==> src/rtl/sc_sched_pkg.sv <==
// rtl/sc_sched_pkg.sv - shared types and widths for the SC job scheduler
package sc_sched_pkg;

    typedef enum logic [1:0] {
        IDLE  = 2'd0,
        CLEAR = 2'd1,
        RUN   = 2'd2,
        RESP  = 2'd3
    } sched_state_e;

    localparam int NUM_W     = 6;
    localparam int NUM_LANES = 8;
    localparam int OPS_W     = NUM_W * NUM_LANES;
    localparam int RES_W     = 9;

endpackage

==> src/rtl/sc_rr_arbiter.sv <==
// rtl/sc_rr_arbiter.sv - combinational round-robin pick starting at a pointer
module sc_rr_arbiter
    import sc_sched_pkg::*;
#(
    parameter int  NREQ = 4,
    localparam int IDW  = (NREQ > 1) ? $clog2(NREQ) : 1
) (
    input  logic [NREQ-1:0] i_req,
    input  logic [IDW-1:0]  i_ptr,
    output logic [NREQ-1:0] o_grant,
    output logic [IDW-1:0]  o_idx,
    output logic            o_any
);

    logic [2*NREQ-1:0] w_rot;
    logic [IDW-1:0]    w_off;
    logic [IDW:0]      w_sum;

    // Rotating the doubled vector puts the pointer position at bit 0.
    assign w_rot = {i_req, i_req} >> i_ptr;
    assign o_any = |i_req;

    always_comb begin
        w_off = '0;
        for (int k = NREQ - 1; k >= 0; k--) begin
            if (w_rot[k]) begin
                w_off = IDW'(k);
            end
        end
        w_sum = {1'b0, i_ptr} + {1'b0, w_off};
        if (w_sum >= (IDW + 1)'(NREQ)) begin
            w_sum = w_sum - (IDW + 1)'(NREQ);
        end
        o_idx   = w_sum[IDW-1:0];
        o_grant = '0;
        if (o_any) begin
            o_grant[o_idx] = 1'b1;
        end
    end

endmodule

==> src/rtl/sc_job_sched.sv <==
// rtl/sc_job_sched.sv - shares one SC datapath among NREQ requesters, round-robin
module sc_job_sched
    import sc_sched_pkg::*;
#(
    parameter int  NREQ       = 4,
    parameter int  TIMEOUT    = 1023,
    parameter int  CLR_CYCLES = 2,
    localparam int IDW        = (NREQ > 1) ? $clog2(NREQ) : 1
) (
    input  logic                  clk,
    input  logic                  rst,
    input  logic [NREQ-1:0]       req_valid,
    output logic [NREQ-1:0]       req_ready,
    input  logic [NREQ*OPS_W-1:0] req_nums,
    output logic                  resp_valid,
    input  logic                  resp_ready,
    output logic [IDW-1:0]        resp_id,
    output logic [RES_W-1:0]      resp_result,
    output logic                  resp_timeout,
    output logic                  busy,
    output logic                  dp_clr_n,
    output logic                  dp_en_in,
    output logic [OPS_W-1:0]      dp_nums,
    input  logic                  dp_en_out,
    input  logic [RES_W-1:0]      dp_result
);

    localparam int CNT_MAX = (TIMEOUT > CLR_CYCLES) ? TIMEOUT : CLR_CYCLES;
    localparam int CNT_W   = $clog2(CNT_MAX + 1);
    localparam logic [CNT_W-1:0] CNT_TO_LAST  = CNT_W'(TIMEOUT - 1);
    localparam logic [CNT_W-1:0] CNT_CLR_LAST = CNT_W'(CLR_CYCLES);

    sched_state_e     r_state, w_state_nxt;
    logic [CNT_W-1:0] r_cnt, w_cnt_nxt;
    logic [IDW-1:0]   r_ptr, w_ptr_nxt;
    logic [IDW-1:0]   r_job_id, w_job_id_nxt;
    logic [NREQ-1:0]  r_req_ready, w_req_ready_nxt;
    logic             r_resp_valid, w_resp_valid_nxt;
    logic [IDW-1:0]   r_resp_id, w_resp_id_nxt;
    logic [RES_W-1:0] r_resp_result, w_resp_result_nxt;
    logic             r_resp_timeout, w_resp_timeout_nxt;
    logic             r_busy;
    logic             r_dp_clr_n, w_dp_clr_n_nxt;
    logic             r_dp_en_in, w_dp_en_in_nxt;
    logic [OPS_W-1:0] r_dp_nums, w_dp_nums_nxt;

    logic [NREQ-1:0]  w_grant;
    logic [IDW-1:0]   w_gidx;
    logic             w_any;
    logic [OPS_W-1:0] w_sel_nums;

    sc_rr_arbiter #(.NREQ(NREQ)) u_arb (
        .i_req   (req_valid),
        .i_ptr   (r_ptr),
        .o_grant (w_grant),
        .o_idx   (w_gidx),
        .o_any   (w_any)
    );

    always_comb begin
        w_sel_nums = '0;
        for (int i = 0; i < NREQ; i++) begin
            if (w_gidx == IDW'(i)) begin
                w_sel_nums = req_nums[i*OPS_W +: OPS_W];
            end
        end
    end

    // The CLEAR count starts at 0 in the accept cycle, so dp_clr_n is low for counts 1..CLR_CYCLES.
    always_comb begin
        w_state_nxt        = r_state;
        w_cnt_nxt          = r_cnt;
        w_ptr_nxt          = r_ptr;
        w_job_id_nxt       = r_job_id;
        w_req_ready_nxt    = '0;
        w_resp_valid_nxt   = 1'b0;
        w_resp_id_nxt      = r_resp_id;
        w_resp_result_nxt  = r_resp_result;
        w_resp_timeout_nxt = r_resp_timeout;
        w_dp_clr_n_nxt     = 1'b1;
        w_dp_en_in_nxt     = 1'b0;
        w_dp_nums_nxt      = r_dp_nums;
        case (r_state)
            IDLE: begin
                if (w_any) begin
                    w_req_ready_nxt = w_grant;
                    w_dp_nums_nxt   = w_sel_nums;
                    w_job_id_nxt    = w_gidx;
                    w_ptr_nxt       = (w_gidx == IDW'(NREQ - 1)) ? '0 : w_gidx + IDW'(1);
                    w_cnt_nxt       = '0;
                    w_state_nxt     = CLEAR;
                end
            end
            CLEAR: begin
                if (r_cnt == CNT_CLR_LAST) begin
                    w_cnt_nxt      = '0;
                    w_dp_en_in_nxt = 1'b1;
                    w_state_nxt    = RUN;
                end else begin
                    w_cnt_nxt      = r_cnt + CNT_W'(1);
                    w_dp_clr_n_nxt = 1'b0;
                end
            end
            RUN: begin
                if (dp_en_out) begin
                    w_resp_result_nxt  = dp_result;
                    w_resp_timeout_nxt = 1'b0;
                    w_resp_id_nxt      = r_job_id;
                    w_resp_valid_nxt   = 1'b1;
                    w_state_nxt        = RESP;
                end else if (r_cnt == CNT_TO_LAST) begin
                    w_resp_result_nxt  = '0;
                    w_resp_timeout_nxt = 1'b1;
                    w_resp_id_nxt      = r_job_id;
                    w_resp_valid_nxt   = 1'b1;
                    w_state_nxt        = RESP;
                end else begin
                    w_cnt_nxt      = r_cnt + CNT_W'(1);
                    w_dp_en_in_nxt = 1'b1;
                end
            end
            RESP: begin
                if (resp_ready) begin
                    w_state_nxt = IDLE;
                end else begin
                    w_resp_valid_nxt = 1'b1;
                end
            end
            default: w_state_nxt = IDLE;
        endcase
    end

    always_ff @(posedge clk or negedge rst) begin
        if (!rst) begin
            r_state        <= IDLE;
            r_cnt          <= '0;
            r_ptr          <= '0;
            r_job_id       <= '0;
            r_req_ready    <= '0;
            r_resp_valid   <= 1'b0;
            r_resp_id      <= '0;
            r_resp_result  <= '0;
            r_resp_timeout <= 1'b0;
            r_busy         <= 1'b0;
            r_dp_clr_n     <= 1'b0;
            r_dp_en_in     <= 1'b0;
            r_dp_nums      <= '0;
        end else begin
            r_state        <= w_state_nxt;
            r_cnt          <= w_cnt_nxt;
            r_ptr          <= w_ptr_nxt;
            r_job_id       <= w_job_id_nxt;
            r_req_ready    <= w_req_ready_nxt;
            r_resp_valid   <= w_resp_valid_nxt;
            r_resp_id      <= w_resp_id_nxt;
            r_resp_result  <= w_resp_result_nxt;
            r_resp_timeout <= w_resp_timeout_nxt;
            r_busy         <= (w_state_nxt != IDLE);
            r_dp_clr_n     <= w_dp_clr_n_nxt;
            r_dp_en_in     <= w_dp_en_in_nxt;
            r_dp_nums      <= w_dp_nums_nxt;
        end
    end

    assign req_ready    = r_req_ready;
    assign resp_valid   = r_resp_valid;
    assign resp_id      = r_resp_id;
    assign resp_result  = r_resp_result;
    assign resp_timeout = r_resp_timeout;
    assign busy         = r_busy;
    assign dp_clr_n     = r_dp_clr_n;
    assign dp_en_in     = r_dp_en_in;
    assign dp_nums      = r_dp_nums;

endmodule

==> config.mk <==
export PLATFORM = sky130hd
export DESIGN_NAME = sc_job_sched
export DESIGN_NICKNAME = d
export VERILOG_FILES = /design/src/rtl/sc_sched_pkg.sv /design/src/rtl/sc_rr_arbiter.sv /design/src/rtl/sc_job_sched.sv
export SDC_FILE = /design/constraint.sdc
export NUM_CORES = 1
export LEC_CHECK = 0
export BUFFER_PORTS_ARGS = -buffer_cell sky130_fd_sc_hd__clkbuf_2
export CAP_MARGIN = 20
export CORE_ASPECT_RATIO = 0.7
export CORE_MARGIN = 2
export CORE_UTILIZATION = 49
export DETAILED_ROUTE_END_ITERATION = 8
export GPL_TIMING_DRIVEN = 0
export PLACE_DENSITY = 0.85
export SETUP_SLACK_MARGIN = 0.4
export SLEW_MARGIN = 20
export SYNTH_ARGS = -nofsm -noshare
export SYNTH_HDL_FRONTEND = slang
export SYNTH_SLANG_ARGS = --single-unit
==> constraint.sdc <==
create_clock -name clk -period 8 [get_ports clk]
set_input_delay 1.2 -clock clk [delete_from_list [all_inputs] [get_ports clk]]
set_output_delay 1.2 -clock clk [all_outputs]
set_load 0.02 [all_outputs]
==> reports/results.ini <==
[run_status]
status = finished clean

[critical_path]
cp.arrival_ps = 4930
r2r_end = dp_nums[19]$_DFFE_PN0P_
crit_type = input port to flop
r2r_cells = 17
reg2reg_slack_ps = 3810
r2r-start = r_ptr[1]$_DFFE_PN0P_
path_max_fanout = 10
end_kind = flop
worstSetupStartpointType = input port
required_ps = 8280

[min_path]
min_to = dp_nums[28]$_DFFE_PN0P_
hold_path_class = flop to flop
hold_depth = 1
worstHoldStart = dp_nums[28]$_DFFE_PN0P_

[yosys]
ys_seq_elements = 84
synth_edf_count = 0
seq_area_frac_synth = 0.4236
synth_cells = 525
yosysWarningCount = 0
syn_nets = 745
ys.flop_type = dfrtp_1
synth_area_um2 = 4962
syn_area_per_cell_um2 = 9.452
synth-async-reset-ratio = 1.000
ys_types = 53

[detailed_routing]
drt_iter0_markers = 595
routed_wl_um = 18890
ant_nets = 0
wire_per_inst_um = 19.97
num_vias = 5900
drc = 0
vias_per_cell = 6.237
drt-pass1-iter-count = 8

[sta]
slew_violations = 0
rsz0062_at_grt = no
fin_ws_ps = 3352
hold_ws_ps = 488.9
setup_tns_ps = 0
max_slew.worst_pin.slew_ps = 611.1
max_freq_mhz = 215.1
period_needed_ps = 4648
clock_skew_ps = 6.186
hold_viol_final = 0
post-route-period-util = 0.5810
slew_headroom = 0.5874
setup-violations-final = 0

[clocking]
root_buffer = clkbuf_16
cts_buffer_depth = 2
clock_latency_ps = 350
cts_hold_buf = 0
clk_pin_slew_ps = 60
h-tree-depth = 3
cts_sinks = 84
numCtsBuffers = 9
cts_resized = 0
cts_setup_buffers = 0
cts_tree = built

[final_layout]
finalNonFillerCells = 946
syn2layout_area_growth_pct = 37.34
n_antenna_cell = 0
finalInstanceArea_um2 = 6815
layout.nets = 1033
drive_gt1_frac = 0.3912
final_core_util = 0.6983

[floorplan]
core-area_um2 = 9759
die_h_um = 88.20
rows = 30
io-pin-count = 277
initial_utilization = 0.5085
die_area_um2 = 10960
die_x_um = 124.3

[global_routing]
antenna_found_initial = 0
grt_pass1_vias = 5444
gr-usage-all-layers = 0.3267
grt.overflow.total = 0
grt_start_max_net_pins = 49
grt_first_pass_wirelength_um = 28100

[placed_design]
dpl.hpwl_um = 14760
routabilityCongestion = 0.9829
place_area_um2 = 6534
pre_cts_slack_ps = 3113
dpl.cell_count = 930
portBuffers = 276

[pwr]
power_density_nw_per_um2 = 510.6
peakVddDrop_mv = 0.2454
finalPower_mw = 3.480
p_leak_nw = 3.271

[run]
maxCapViolations = 0

[sequential cells by signal (all words and copies together), names as in the netlist]
signal and cells:
resp_valid 1, r_cnt 10, resp_timeout 1, dp_nums 48, dp_en_in 1, r_ptr 2, req_ready 4, busy 1
resp_result 9, r_state 2, resp_id 2, dp_clr_n 1, r_job_id 2
[logic make-up after synthesis]
logic type | after synthesis | synth area share
compound gates | 193 | 0.3238
fa+ha+maj | 11 | 0.02774
mux | 1 | 0.002269
buf+inv | 60 | 0.05194
simple gates | 175 | 0.1689
flops | 84 | 0.4236
xor+xnor | 1 | 0.001765
[worst max-delay path, stage by stage]
cell and delay [ps]:
clkbuf_2 140, nor2b_1 160, a21oi_1 110, o2bb2ai_1 90
o21a_1 170, ha_1 180, xor2_1 160, or4_4 550
and3_1 220, ha_1 170, clkbuf_1 240, nor2b_1 230
buf_4 220, buf_2 270, a221oi_1 110, o311ai_0 490
o21a_1 190
[area by class of cell]
class	instances	area [um2]
fill	796	2944
sequential	84	2102
tap	128	160.2
inverter	11	41.29
timing repair buffer	277	1411
buffer	49	216.5
multi-input combinational	381	2603
clock buffer	9	225.2
clock inverter	7	56.30
[synthesized netlist by cell type (2+ instances only)]
cell	count	area, um2
dfrtp_1	84	2102
nor3b_1	2	15.01
o311ai_0	32	280.3
nand2_1	67	251.5
o2bb2ai_1	3	26.28
nand3_1	7	35.03
o21ai_0	6	30.03
buf_2	14	70.07
and4_1	4	35.03
a211oi_1	3	22.52
a221oi_1	47	411.6
o21a_1	48	360.4
a221o_1	3	30.03
o311ai_1	16	140.1
a31o_2	2	17.52
nor2_1	57	214.0
a31oi_1	2	12.51
buf_1	3	11.26
nand2b_1	3	18.77
and3_1	5	31.28
ha_1	11	137.6
and3b_1	2	17.52
nand4_1	3	18.77
and2_1	4	25.02
buf_4	2	15.01
o211ai_1	5	37.54
nor3_1	3	15.01
a21oi_1	4	20.02
clkbuf_1	29	108.9
a41oi_1	2	17.52
or3_1	2	12.51
inv_1	11	41.29
o31ai_1	2	15.01
nor2b_1	8	50.05
a22o_1	11	96.34
[placed cells by master, fill, tap and decap left out, types with 3 or more instances in the layout]
cell,count
clkbuf_2,275
dfrtp_1,84
nand2_1,67
nor2_1,57
o21a_1,48
a221oi_1,47
o311ai_0,32
clkbuf_1,29
o311ai_1,16
buf_2,14
inv_1,11
a22o_1,11
ha_1,11
clkbuf_16,9
nor2b_1,8
nand3_1,7
o21ai_0,6
o211ai_1,5
and3_1,5
a21oi_1,4
and2_1,4
and4_1,4
inv_6,4
o2bb2ai_1,3
nand2b_1,3
nor3_1,3
a211oi_1,3
nand4_1,3
a221o_1,3
buf_1,3
[how the worst max path moves through the flow]
stage / startpoint / end / slack, ps / cells after the start
6_report: req_valid[3] / dp_nums[19]$_DFFE_PN0P_ / 3350 / 17
5_1_grt: req_valid[3] / dp_nums[19]$_DFFE_PN0P_ / 3110 / 17
2_1_floorplan: req_valid[3] / dp_nums[18]$_DFFE_PN0P_ / 3940 / 16
3_3_place_gp: req_valid[3] / dp_nums[29]$_DFFE_PN0P_ / 3260 / 17
4_1_cts: req_valid[3] / dp_nums[19]$_DFFE_PN0P_ / 3460 / 17
3_5_place_dp: req_valid[3] / dp_nums[19]$_DFFE_PN0P_ / 3110 / 17
[metal layers]
layer	track usage	vias to the layer above	routed length, um
met2	0.5042	447	8682
met5	0	-	0
met3	0.1008	67	2197
met1	0.4472	2780	7454
li1	-	2606	-
met4	0.1032	0	556
[report_power, final]
part           internal [mW]  leakage, nW  switching (mW)
Sequential             0.633         1.02           0.123
Combinational          0.865         2.11            1.46
Clock                  0.215        0.137           0.184
Power figures use the tool's default switching activity.
